==> src/rtl/pwm_tach_interface_pkg.sv <==
// Shared definitions for the PWM / tachometer speed interface.
// Optional feature macro: TACH_FILTER_EN (tach glitch filter, see tach_edge_detect).
package pwm_tach_interface_pkg;

   // Width of pw / C / R, common with the speed controller.
   localparam int unsigned SPEED_W = 8;
   // Edge counter is one bit wider so it can hold the saturation value 256.
   localparam int unsigned EDGE_W  = SPEED_W + 1;

   typedef enum logic [1:0] {
      StIdle,
      StRun,
      StPublish
   } state_e;

   // Clamp a window edge count to the 8-bit speed range.
   function automatic logic [SPEED_W-1:0] sat_speed(input logic [EDGE_W-1:0] cnt);
      return (cnt > EDGE_W'(255)) ? '1 : cnt[SPEED_W-1:0];
   endfunction

endpackage

==> src/rtl/pwm_tach_interface_tach_edge_detect.sv <==
// Tach input conditioning: synchronizer, optional glitch filter, rising-edge pulse.
// With TACH_FILTER_EN defined the synchronized level must be stable for FILT_LEN
// consecutive samples before it is accepted; otherwise every synchronized edge counts.
module tach_edge_detect
   import pwm_tach_interface_pkg::*;
#(
   parameter int unsigned SYNC_STAGES = 2,
   parameter int unsigned FILT_LEN    = 4
) (
   input  logic clk,
   input  logic rst_n,
   input  logic tach_in,
   output logic edge_pulse
);

   if (SYNC_STAGES < 2) begin : g_bad_sync
      $error("SYNC_STAGES must be at least 2");
   end
   if (FILT_LEN < 1) begin : g_bad_filt
      $error("FILT_LEN must be at least 1");
   end

   logic [SYNC_STAGES-1:0] sync_q;
   logic                   sync_out;
   logic                   level;
   logic                   level_q;

   // Metastability chain for the asynchronous tach pin.
   always_ff @(posedge clk or negedge rst_n) begin
      if (!rst_n) begin
         sync_q <= '0;
      end else begin
         sync_q <= {sync_q[SYNC_STAGES-2:0], tach_in};
      end
   end

   assign sync_out = sync_q[SYNC_STAGES-1];

`ifdef TACH_FILTER_EN
   localparam int unsigned FW = (FILT_LEN > 1) ? $clog2(FILT_LEN) : 1;

   logic [FW-1:0] filt_cnt_q;
   logic          filt_q;

   // Accept a new level only after FILT_LEN consecutive differing samples.
   always_ff @(posedge clk or negedge rst_n) begin
      if (!rst_n) begin
         filt_cnt_q <= '0;
         filt_q     <= 1'b0;
      end else if (sync_out != filt_q) begin
         if (filt_cnt_q == FW'(FILT_LEN - 1)) begin
            filt_q     <= sync_out;
            filt_cnt_q <= '0;
         end else begin
            filt_cnt_q <= filt_cnt_q + FW'(1);
         end
      end else begin
         filt_cnt_q <= '0;
      end
   end

   assign level = filt_q;
`else
   assign level = sync_out;
`endif

   // Registered one-cycle pulse on each rising edge of the conditioned level.
   always_ff @(posedge clk or negedge rst_n) begin
      if (!rst_n) begin
         level_q    <= 1'b0;
         edge_pulse <= 1'b0;
      end else begin
         level_q    <= level;
         edge_pulse <= level & ~level_q;
      end
   end

endmodule

==> src/rtl/pwm_tach_interface.sv <==
// Plant-side end of the speed loop: motor PWM from duty command pw, and measured
// speed C = tach rising edges per GATE_CYCLES window (saturated at 255).
// Optional feature macro: TACH_FILTER_EN (enables the tach glitch filter).
module pwm_tach_interface
   import pwm_tach_interface_pkg::*;
#(
   parameter int unsigned PWM_MAX     = 255,
   parameter int unsigned GATE_CYCLES = 100,
   parameter int unsigned SYNC_STAGES = 2,
   parameter int unsigned FILT_LEN    = 4
) (
   input  logic               clk,
   input  logic               rst_n,
   input  logic               go,
   input  logic [SPEED_W-1:0] pw,
   input  logic               tach_in,
   output logic               pwm_out,
   output logic [SPEED_W-1:0] C,
   output logic               c_valid,
   output logic               c_sat
);

   if (GATE_CYCLES < 2) begin : g_bad_gate
      $error("GATE_CYCLES must be at least 2");
   end

   localparam int unsigned PCW = (PWM_MAX > 1) ? $clog2(PWM_MAX) : 1;
   localparam int unsigned GCW = $clog2(GATE_CYCLES);

   state_e             state_q;
   logic [PCW-1:0]     pwm_cnt_q;
   logic [SPEED_W-1:0] shadow_q;
   logic [GCW-1:0]     gate_cnt_q;
   logic [EDGE_W-1:0]  edge_cnt_q;

   logic               edge_pulse;
   logic               running;
   logic               gate_end;
   logic               pwm_wrap;
   logic [EDGE_W-1:0]  edge_sum;
   logic [SPEED_W-1:0] duty;

   tach_edge_detect #(
      .SYNC_STAGES (SYNC_STAGES),
      .FILT_LEN    (FILT_LEN)
   ) u_tach_edge_detect (
      .clk        (clk),
      .rst_n      (rst_n),
      .tach_in    (tach_in),
      .edge_pulse (edge_pulse)
   );

   assign running  = go && (state_q != StIdle);
   assign gate_end = (state_q == StRun) && (gate_cnt_q == GCW'(GATE_CYCLES - 1));
   assign pwm_wrap = (pwm_cnt_q == PCW'(PWM_MAX - 1));

   // Count including this cycle's edge, sticking at 256 so overflow stays visible.
   assign edge_sum = (edge_pulse && (edge_cnt_q != EDGE_W'(256))) ?
                     edge_cnt_q + EDGE_W'(1) : edge_cnt_q;

   // At period start the fresh pw is used directly so the shadow load costs no cycle.
   assign duty = (pwm_cnt_q == '0) ? pw : shadow_q;

   // Gate FSM: back-to-back windows; the closing cycle's edge lands in the closing window,
   // and the PUBLISH cycle doubles as gate cycle 0 of the next window.
   always_ff @(posedge clk or negedge rst_n) begin
      if (!rst_n) begin
         state_q    <= StIdle;
         gate_cnt_q <= '0;
         edge_cnt_q <= '0;
         C          <= '0;
         c_valid    <= 1'b0;
         c_sat      <= 1'b0;
      end else begin
         c_valid <= 1'b0;
         if (!go) begin
            state_q    <= StIdle;
            gate_cnt_q <= '0;
            edge_cnt_q <= '0;
            c_sat      <= 1'b0;
         end else begin
            case (state_q)
               StIdle: begin
                  state_q <= StRun;
               end
               StRun: begin
                  if (gate_end) begin
                     state_q    <= StPublish;
                     C          <= sat_speed(edge_sum);
                     c_valid    <= 1'b1;
                     c_sat      <= c_sat | (edge_sum > EDGE_W'(255));
                     gate_cnt_q <= '0;
                     edge_cnt_q <= '0;
                  end else begin
                     gate_cnt_q <= gate_cnt_q + GCW'(1);
                     edge_cnt_q <= edge_sum;
                  end
               end
               StPublish: begin
                  state_q    <= StRun;
                  gate_cnt_q <= gate_cnt_q + GCW'(1);
                  edge_cnt_q <= edge_sum;
               end
               default: begin
                  state_q <= StIdle;
               end
            endcase
         end
      end
   end

   // PWM counter, period-aligned duty shadow and registered compare output.
   always_ff @(posedge clk or negedge rst_n) begin
      if (!rst_n) begin
         pwm_cnt_q <= '0;
         shadow_q  <= '0;
         pwm_out   <= 1'b0;
      end else if (!running) begin
         pwm_cnt_q <= '0;
         pwm_out   <= 1'b0;
      end else begin
         if (pwm_cnt_q == '0) begin
            shadow_q <= pw;
         end
         pwm_cnt_q <= pwm_wrap ? '0 : pwm_cnt_q + PCW'(1);
         pwm_out   <= 32'(pwm_cnt_q) < 32'(duty);
      end
   end

endmodule

==> config.mk <==
export PLATFORM = sky130hd
export DESIGN_NAME = pwm_tach_interface
export DESIGN_NICKNAME = d
export VERILOG_FILES = /design/src/rtl/pwm_tach_interface_pkg.sv /design/src/rtl/pwm_tach_interface_tach_edge_detect.sv /design/src/rtl/pwm_tach_interface.sv
export SDC_FILE = /design/constraint.sdc
export NUM_CORES = 1
export LEC_CHECK = 0
export ABC_CLOCK_PERIOD_IN_PS = 2100
export BUFFER_PORTS_ARGS = -buffer_cell sky130_fd_sc_hd__buf_4
export CAP_MARGIN = 40
export CORE_UTILIZATION = 50
export DETAILED_ROUTE_END_ITERATION = 7
export GPL_TIMING_DRIVEN = 0
export HOLD_SLACK_MARGIN = 0.03
export PLACE_DENSITY = 0.69
export REMOVE_ABC_BUFFERS = 1
export SETUP_SLACK_MARGIN = 0.15
export SYNTH_ARGS = -nofsm -noshare
export SYNTH_HDL_FRONTEND = slang
export SYNTH_SLANG_ARGS = --single-unit
==> constraint.sdc <==
create_clock -name clk -period 2.1 [get_ports clk]
set_input_delay 0.42 -clock clk [delete_from_list [all_inputs] [get_ports clk]]
set_output_delay 0.42 -clock clk [all_outputs]
set_load 0.02 [all_outputs]
==> flow_metrics.py <==
metrics = {
    "run_status": {
        "status": "complete, but fails checks",
        "violations": "negative setup slack",
    },
    "yosys": {
        "synth-edff-count": 0,
        "synthMuxAreaShare_pct": 8.381,
        "synthDistinctLibCells": 42,
        "synth_cells": 251,
        "netlist.area_leader.share_pct": 46.40,
        "synthXorXnorAreaFrac_pct": 6.250,
        "synth.avg_cell_area_um2": 10.53,
        "ys.flop_type": "dfrtp_1",
        "yosys-top-cells-area": "dfrtp_1 (46%), ha_1 (6.2%), mux2_4 (4.5%)",
        "ys_warn_count": 0,
        "synth_top_family_by_area": "simple AND/OR/NAND/NOR gates",
        "synth_area_leader_cell": "dfrtp_1",
        "synth-seq-area-share_pct": 46.40,
        "synth_area_um2": 2643,
        "synth-compound-area-share_pct": 13.78,
        "async_flop_share_pct": 100.0,
        "yosys.area_share.simple_pct": 15.15,
        "synth_fa_ha_area_share_pct": 6.155,
        "ys_ff_latch": 49,
    },
    "layout": {
        "finish.utilization_pct": 62.76,
        "diodes": 0,
        "drive_gt1_share_pct": 30.28,
        "postLayoutCellArea_um2": 3206,
        "nNetsFinal": 308,
        "area_delta_synth_final_pct": 21.31,
        "fin_cells": 354,
    },
    "floorplan": {
        "die_h_um": 74.70,
        "io_pins": 23,
        "die_w_um": 74.70,
        "start_util_pct": 51.74,
        "core_um2": 5107,
        "dieArea_um2": 5580,
        "core.rowCount": 26,
    },
    "timing": {
        "fmax_mhz": 421.0,
        "relSlewSlack_pct": 59.38,
        "worst_pin_slew_ps": 609.2,
        "rsz0062_at_grt": "yes",
        "maxSlewViolCount": 0,
        "fin_skew_ps": 6.535,
        "hold_violations": 0,
        "post-route-period-util_pct": 113.1,
        "setup_violations": 1,
        "fin_crit_ps": 2376,
        "tns_ps": -275.5,
        "worst_slack_ps": -275.5,
    },
    "global_routing": {
        "grt.overflow.total": 0,
        "track_usage_pct": 19.98,
        "antenna_found_initial": 0,
        "grt_pass1_wl_um": 8383,
        "grt_pass1_vias": 1725,
        "grt_max_degree": 50,
    },
    "drt": {
        "dr.pass1.iters": 4,
        "drc_errors": 0,
        "drtAntennaViolNets": 0,
        "dr_total_vias": 1975,
        "drt_wl_total_um": 5159,
        "post_drt_wl_per_cell_um": 14.57,
        "drt_iter0_markers": 138,
        "vias_per_cell": 5.579,
    },
    "place": {
        "hpwlAfterDp_um": 3241,
        "dpl_worst_slack_ps": -541.3,
        "dp_cells": 333,
        "gp_congestion": 0.8261,
        "placed_cell_area_um2": 2840,
        "io_buffer_count": 22,
    },
    "hold_path": {
        "min_path_type": "in2async",
    },
    "cts": {
        "cts_tree": "built",
        "clock_path_buffers": 2,
        "cts_made_buffers": 5,
        "cts.clk_slew.worst_paths_ps": 90,
        "clock-sinks": 49,
        "htreeDepth": 2,
        "clock_latency_ps": 310,
        "cts_root_buffer": "clkbuf_8",
    },
    "worst_setup_path": {
        "r2r_end": "pwm_out",
        "required_ps": 2330,
        "end_kind": "flop",
        "r2r_slack_ps": -280,
        "crit_path_start_kind": "flop",
        "critPathArrivalTime_ps": 2600,
        "reg2reg_depth": 9,
        "worstPathMaxFanout": 5,
        "worstSetupPathType": "reg2reg",
        "rr_startpoint": "pwm_cnt_q[6]",
        "crit_start": "pwm_cnt_q[6]",
    },
    "power_and_ir_drop": {
        "powerDensity_nw_per_um2": 678.1,
        "vdd_ir_drop_max_mv": 0.3527,
        "p_leak_nw": 1.468,
    },
    "run": {
        "maxCapViolations": 0,
    },
}
-- worst max path at each step --
stage,cells past startpoint,slack (ps),endpoint
6_report,9,-280,pwm_out
5_1_grt,9,-390,pwm_out
4_1_cts,8,-200,pwm_out
3_5_place_dp,8,-540,pwm_out
3_3_place_gp,5,-800,C[6]
2_1_floorplan,5,-280,edge_cnt_q[8]
-- worst max-delay path, cell delays in order, from the launching register on --
cell,delay [ps]
dfrtp_2,430
nor4_4,360
nand3_4,180
buf_6,160
mux2i_2,140
ha_1,190
nor3_1,200
o21ai_1,100
a2111o_1,380
a41oi_2,160
-- sequential cells by signal (all words and copies together), names as in the netlist --
| signal | cells |
|---|---|
| c_sat | 1 |
| u_tach_edge_detect.sync_q | 2 |
| state_q | 2 |
| c_valid | 1 |
| pwm_out | 1 |
| gate_cnt_q | 7 |
| u_tach_edge_detect.edge_pulse | 1 |
| u_tach_edge_detect.level_q | 1 |
| edge_cnt_q | 9 |
| C | 8 |
| shadow_q | 8 |
| pwm_cnt_q | 8 |
-- what timing repair did --
| action | in CTS | in global routing |
|---|---|---|
| pin swaps | 4 | 9 |
| resized for setup | 22 | 16 |
| gates cloned | 1 | 0 |
| hold buffers | 0 | 0 |
| setup endpoints to repair | 27 | 21 |
| hold endpoints to repair | 0 | 0 |
| setup buffers | 5 | 7 |
-- synthesized netlist by cell type, types with 4 or more instances --
cell and count:
nand2_1 13, a21oi_1 23, mux2i_1 9, nand4_1 4
a211oi_1 4, a31oi_1 7, ha_1 13, nor2b_1 4
buf_2 6, nand3_1 13, nor2_1 23, mux2_4 8
dfrtp_1 49, xnor2_1 9, inv_1 9, o21ai_0 8
and4_1 5, xor2_1 8
-- metal layers --
metal  track usage (%)  vias to the layer above  wire length (um)
li1                  -                      960                 -
met1             29.20                      970              2534
met2             29.53                       41              2396
met3             4.819                        4               183
met4             5.451                        0                45
met5                 0                        -                 0
-- per-stage QoR --
stage | hold slack, ps | total power, mW
6_report | 102.8 | 2.174
5_1_grt | 168.2 | 2.281
4_1_cts | 139.5 | 2.164
3_5_place_dp | 336.5 | 1.346
3_3_place_gp | 332.1 | 1.337
2_1_floorplan | 124.4 | 1.253
-- logic make-up (layout without fill, tap and decap cells) --
group           after synthesis  in the layout
mux                          18             18
compound gates               55             55
buf+inv                      21             53
simple gates                 77             78
flops                        49             49
xor+xnor                     18             18
fa+ha+maj                    13             13
-- cell usage in the layout (no fill, tap or decap), types with 2 or more instances in the layout --
cell type | Yosys | final
nor2_1 | 23 | 22
ha_1 | 13 | 11
a21oi_1 | 23 | 21
clkbuf_8 | 0 | 5
bufinv_16 | 0 | 2
inv_1 | 9 | 9
xnor2_1 | 9 | 9
a21boi_0 | 3 | 3
nand2_1 | 13 | 13
buf_4 | 0 | 34
a211oi_1 | 4 | 4
or3_1 | 2 | 2
mux2i_1 | 9 | 5
nor3_1 | 2 | 2
nor2b_1 | 4 | 3
a21oi_2 | 0 | 2
mux2i_2 | 0 | 4
nand3_4 | 0 | 2
nor4b_2 | 0 | 2
nand4_1 | 4 | 4
nand2b_1 | 3 | 3
dfrtp_1 | 49 | 44
xor2_1 | 8 | 8
nand3_1 | 13 | 11
and4_1 | 5 | 3
a31oi_1 | 7 | 7
mux2_4 | 8 | 8
o21ai_0 | 8 | 6
dfrtp_2 | 0 | 5
and4_2 | 0 | 2
-- cell type report --
class | instances | area, um^2
Clock buffer | 5 | 68.82
Clock inverter | 3 | 65.06
Fill cell | 427 | 1902
Inverter | 9 | 33.78
Multi-Input combinational cell | 182 | 1446
Sequential cell | 49 | 1232
Tap cell | 70 | 87.58
Timing Repair Buffer | 36 | 271.5
-- power breakdown --
part	switching [mW]	leakage, nW	total (mW)	internal [mW]
clock	0.317	0.0681	0.790	0.473
sequential	0.0634	0.643	1.06	1.00
combinational	0.153	0.757	0.320	0.167
No activity file was read; power rests on OpenSTA's default activity.
